--- src/rtl/dm_arbiter.sv ---
// dm_arbiter: sole master of the single-port data memory.
// Clears the whole memory after reset, then grants one access per cycle to
// either the core port (0) or the debug/DMA loader port (1) with
// round-robin tie-breaking. Responses are registered one cycle after grant.
// Grants and the memory write strobe are qualified by reset, so every
// output drops to zero the moment reset asserts, even between clock edges.
module dm_arbiter #(
  parameter int AW      = 10,
  parameter bit INIT_EN = 1'b1
) (
  input  logic        clk,
  input  logic        reset,
  input  logic        req0,
  input  logic        we0,
  input  logic [31:0] addr0,
  input  logic [31:0] wdata0,
  input  logic [31:0] pc0,
  output logic        gnt0,
  output logic        rvalid0,
  output logic [31:0] rdata0,
  output logic        err0,
  input  logic        req1,
  input  logic        we1,
  input  logic [31:0] addr1,
  input  logic [31:0] wdata1,
  input  logic [31:0] pc1,
  output logic        gnt1,
  output logic        rvalid1,
  output logic [31:0] rdata1,
  output logic        err1,
  output logic        mem_we,
  output logic [31:0] mem_addr,
  output logic [31:0] mem_wdata,
  output logic [31:0] mem_pc,
  input  logic [31:0] mem_rdata,
  output logic        init_done
);

  localparam logic [0:0]    ST_INIT   = 1'b0;
  localparam logic [0:0]    ST_RUN    = 1'b1;
  localparam logic [AW-1:0] LAST_WORD = '1;

  logic [0:0]    state;
  logic [AW-1:0] sweepCnt;
  logic          last;
  logic          initActive;
  logic          runActive;
  logic          inRange0;
  logic          inRange1;
  logic          sel0;
  logic          sel1;
  logic          contention;

  // Decode FSM activity, address range and the round-robin winner for this cycle
  always_comb begin
    initActive = reset && (state == ST_INIT);
    runActive  = reset && (state == ST_RUN);
    inRange0   = ((addr0 >> (AW + 2)) == 32'd0);
    inRange1   = ((addr1 >> (AW + 2)) == 32'd0);
    contention = runActive && req0 && req1;
    sel1       = runActive && req1 && (!req0 || !last);
    sel0       = runActive && req0 && !sel1;
  end

  assign gnt0      = sel0;
  assign gnt1      = sel1;
  assign init_done = runActive;

  // Steer the memory bus: clear sweep in INIT, otherwise the winning port's fields
  always_comb begin
    mem_we    = 1'b0;
    mem_addr  = 32'd0;
    mem_wdata = 32'd0;
    mem_pc    = 32'd0;
    if (initActive) begin
      mem_we   = 1'b1;
      mem_addr = {{(30 - AW){1'b0}}, sweepCnt, 2'b00};
    end else if (sel0) begin
      mem_we    = we0 && inRange0;
      mem_addr  = addr0;
      mem_wdata = wdata0;
      mem_pc    = pc0;
    end else if (sel1) begin
      mem_we    = we1 && inRange1;
      mem_addr  = addr1;
      mem_wdata = wdata1;
      mem_pc    = pc1;
    end
  end

  // Sweep counter walks every word once, then the FSM settles in RUN
  always_ff @(posedge clk or negedge reset) begin
    if (!reset) begin
      state    <= INIT_EN ? ST_INIT : ST_RUN;
      sweepCnt <= '0;
    end else if (state == ST_INIT) begin
      sweepCnt <= sweepCnt + 1'b1;
      if (sweepCnt == LAST_WORD) begin
        state <= ST_RUN;
      end
    end
  end

  // Remember who won the last contended cycle so the other port wins the next one
  always_ff @(posedge clk or negedge reset) begin
    if (!reset) begin
      last <= 1'b1;
    end else if (contention) begin
      last <= sel1;
    end
  end

  // Register the port 0 response at its grant edge; stores and errors return zero data
  always_ff @(posedge clk or negedge reset) begin
    if (!reset) begin
      rvalid0 <= 1'b0;
      rdata0  <= 32'd0;
      err0    <= 1'b0;
    end else begin
      rvalid0 <= sel0;
      rdata0  <= (sel0 && !we0 && inRange0) ? mem_rdata : 32'd0;
      err0    <= sel0 && !inRange0;
    end
  end

  // Register the port 1 response at its grant edge; stores and errors return zero data
  always_ff @(posedge clk or negedge reset) begin
    if (!reset) begin
      rvalid1 <= 1'b0;
      rdata1  <= 32'd0;
      err1    <= 1'b0;
    end else begin
      rvalid1 <= sel1;
      rdata1  <= (sel1 && !we1 && inRange1) ? mem_rdata : 32'd0;
      err1    <= sel1 && !inRange1;
    end
  end

endmodule

--- config.mk ---
export PLATFORM = sky130hd
export DESIGN_NAME = dm_arbiter
export DESIGN_NICKNAME = d
export VERILOG_FILES = /design/src/rtl/dm_arbiter.sv
export SDC_FILE = /design/constraint.sdc
export NUM_CORES = 1
export LEC_CHECK = 0
export ABC_CLOCK_PERIOD_IN_PS = 1660
export BUFFER_PORTS_ARGS = -buffer_cell sky130_fd_sc_hd__buf_2
export CORE_AREA = 2 2 156 158
export CTS_CLUSTER_DIAMETER = 50
export CTS_CLUSTER_SIZE = 14
export DETAILED_ROUTE_END_ITERATION = 7
export DIE_AREA = 0 0 158 160
export GPL_ROUTABILITY_DRIVEN = 0
export HOLD_SLACK_MARGIN = 0.15
export SLEW_MARGIN = 20
export SYNTH_ARGS = -nofsm -noshare
export SYNTH_HDL_FRONTEND = slang
export SYNTH_SLANG_ARGS = --single-unit
--- constraint.sdc ---
create_clock -name clk -period 1.66 [get_ports clk]
set_input_delay 0.332 -clock clk [delete_from_list [all_inputs] [get_ports clk]]
set_output_delay 0.332 -clock clk [all_outputs]
set_load 0.01 [all_outputs]
==> summary.txt <==
Cells and area
  • Area of the multi-input gates: 0.001792 mm²
  • Util after Layout: 32.02%
  • Most frequent cells in the layout: buf_2, a22o_1, dfrtp_1, buf_4, and2_2
  • Commonest non-fill, non-tap cell in the layout: buf_2
  • Non-Filler Instances: 1124
  • Register Area: 0.002003 mm²
  • FILL cells: 2562
  • Final nets: 1023
  • Layout area overhead: 96.58%
  • Share of cells above drive strength 1: 67.88%

Detailed routing
  • Routed wire per std cell: 17.81 µm
  • Vias per cell: 4.267
  • First-pass detailed-route iteration total: 5
  • Routed WL: 20.02 mm
  • Via count: 4796
  • Drc violations: 0
  • Iter 0 DRT Violations: 423
  • Remaining antenna violation count: 0

STA
  • Slew HR: 51.78%
  • RSZ-0062 raised after global routing: true
  • Worst-Margin Slew: 723.2 ps
  • PnR worst setup slack: -561.1 ps
  • Period utilization: 133.8%
  • Final number of max-transition violations: 0
  • Clock skew: 6.853 ps
  • Fin. Hold Viols: 0
  • Final setup viols: 131
  • Minimum clock period: 2221 ps
  • FMAX: 450.2 MHz
  • Hold slack: 196.8 ps

Synthesis
  • Post-synthesis compound-gate area fraction: 22.44%
  • Largest family of logic cells by synthesized area: compound AO/OA/AOI/OAI gates
  • Syn nets: 569
  • Post-synthesis simple-gate area fraction: 18.38%
  • Register bit total from synthesis: 80
  • Synth Area in Adders: 0.3225%
  • Syn Inst Count: 338
  • XOR/XNOR share of the synthesized area: 2.257%
  • Synth warn: 0
  • Mux contribution to synthesized area: 0.2902%
  • Synth Cell Area: 0.003880 mm²
  • Syn_area_per_cell: 11.48 µm²
  • Cell variety after synth: 32
  • Seq/Total Area, Yosys: 51.63%

Floorplan
  • Rows: 57
  • Die area: 0.02528 mm²
  • Die H: 160 µm
  • Initial Util: 16.29%
  • IO Pins: 398
  • Core Box Area: 0.02382 mm²
  • Die width: 158 µm

Worst setup path
  • Slowest CP cell: dfstp_2
  • Crit-path max cell delay: 550 ps
  • Top fanout value on the critical path: 9
  • Critical Path Source Type: flop
  • CP Capture Type: primary output
  • WP data required: 1330 ps
  • Worst EP arrival: 1890 ps
  • CP cell instances: nand2b_4 > nand3_4 > inv_8 > buf_12 > clkbuf_16 > a22o_1 > buf_2
  • Worst setup path class: reg2out

Power and ir drop
  • P_leak: 4.348 nW
  • Worst IR Drop VDD: 0.0006260 V
  • PwrDens: 607.6 mW/mm²

Clock tree
  • H-Tree Depth: 3
  • Clock root cell: clkbuf_16
  • CTS tree: yes
  • Skew-Pair Late Insertion Delay: 350 ps
  • Total CTS buffers: 9
  • CTS max path bufs: 2
  • Clock transition at path regs: 70 ps
  • Number of clock sinks: 80

Global route
  • Initial antenna violation count: 9
  • Global-route wire length before repair: 26.96 mm
  • Gr ovfl total: 0
  • GRT Overall Usage: 14.55%
  • Vias in the first global route: 4522
  • Largest net degree at the start of global routing: 57

Job
  • MaxCap Viol Count: 0

Outcome
  • Failing checks: setup timing
  • Run status: complete, but fails checks

Placement
  • Port buffer count: 397
  • Detailed Place HPWL: 15.35 mm
  • Dpl cells: 1086
  • Dpl ws: -270.2 ps

Min path
  • Worst hold-check path type: in2reg
==> cells in the mapped netlist (all sizes together) <==
master	count	area, µm²
nor4	12	96.34
o31ai	1	7.510
nand4	4	25.02
a22o	86	754.5
xnor2	7	61.31
mux2	1	11.26
nand3	5	50.04
ha	1	12.51
xor2	3	26.28
dfrtp	79	1977
nor2	7	26.28
nand2b	2	12.51
nand2	5	18.77
a222oi	10	100.1
a211o	1	8.760
buf	10	50.05
inv	16	60.06
clkbuf	17	71.32
nor2b	1	6.260
and2	65	449.2
dfstp	1	26.28
nor3	2	10.01
or4	2	18.77
==> per-stage QoR <==
stage                     power (mW)  setup TNS [ps]  instance area, µm²
final                          4.635          -53940                7627
after global routing           4.830          -67150                7622
after CTS                      4.716          -52050                7457
after detailed placement       2.422          -29700                6694
after global placement         2.418          -26830                6694
after floorplan                2.010          -946.1                3900
==> cells by family (layout without fill, tap and decap cells) <==
kind of cell	Yosys count	count (layout)
buffers and inverters	43	502
and+or+nand+nor	105	105
adders and majority gates	1	1
muxes	1	1
other	0	3
xor gates and xnor gates	10	10
DFF	80	80
AOI/OAI and AO/OA	98	98
==> registers in the layout (all words and copies together) (netlist names) <==
| register | count |
|---|---|
| last | 1 |
| state | 1 |
| rdata1 | 32 |
| rdata0 | 32 |
| rvalid1 | 1 |
| sweepCnt | 10 |
| err0 | 1 |
| err1 | 1 |
| rvalid0 | 1 |
==> worst paths after layout <==
path / start / endpoint / slack (ps) / cells after the start
worst max-delay path: last / mem_pc[8] / -560 / 7
worst min-delay path: mem_rdata[19] / rdata0[19] / 200 / 2
worst max register to register: last / rdata0[22] / -280 / 9
worst min register to register: sweepCnt[6] / sweepCnt[6] / 520 / 1
max in group asynchronous: reset / rdata1[4] / 250 / 5
min in group asynchronous: reset / err1 / 690 / 5
==> cell type report <==
type                            instances  area share [%]
Sequential cell                        80           26.26
Antenna cell                            3         0.09843
Tap cell                              324           5.315
Clock buffer                            9           2.953
Clock inverter                          7           1.427
Inverter                               16          0.9186
Multi-Input combinational cell        215           23.49
Timing Repair Buffer                  470           39.53
==> what timing repair did <==
item / in CTS / in global routing
setup endpoints to repair: 131 / 131
pin swaps: 23 / 26
setup buffers: 7 / 3
gates resized for setup: 42 / 21
cloned: 7 / 3
endpoints found under the hold margin: 23 / 0
hold buffers: 2 / 0
==> power by group <==
part           total [mW]  internal (mW)  switching [mW]
clock                2.23           1.35           0.877
sequential           1.95           1.95               0
combinational       0.457          0.255           0.201
==> per-layer routing <==
layer,part of all wire (%),vias up,GRT usage [%]
met4,1.4,8,3.604
met1,38,2304,16.85
met5,0.25,-,0
li1,-,2174,-
met3,10,34,5.482
met2,50,276,25.18
==> worst max-delay path: cells and delay by family (launching register included) <==
family,cells,cell delay (ps)
and+or+nand+nor,2,240
AOI/OAI and AO/OA,1,180
buffers and inverters,4,550
DFF,1,550
Note: power is estimated with default switching activity, not from simulation.
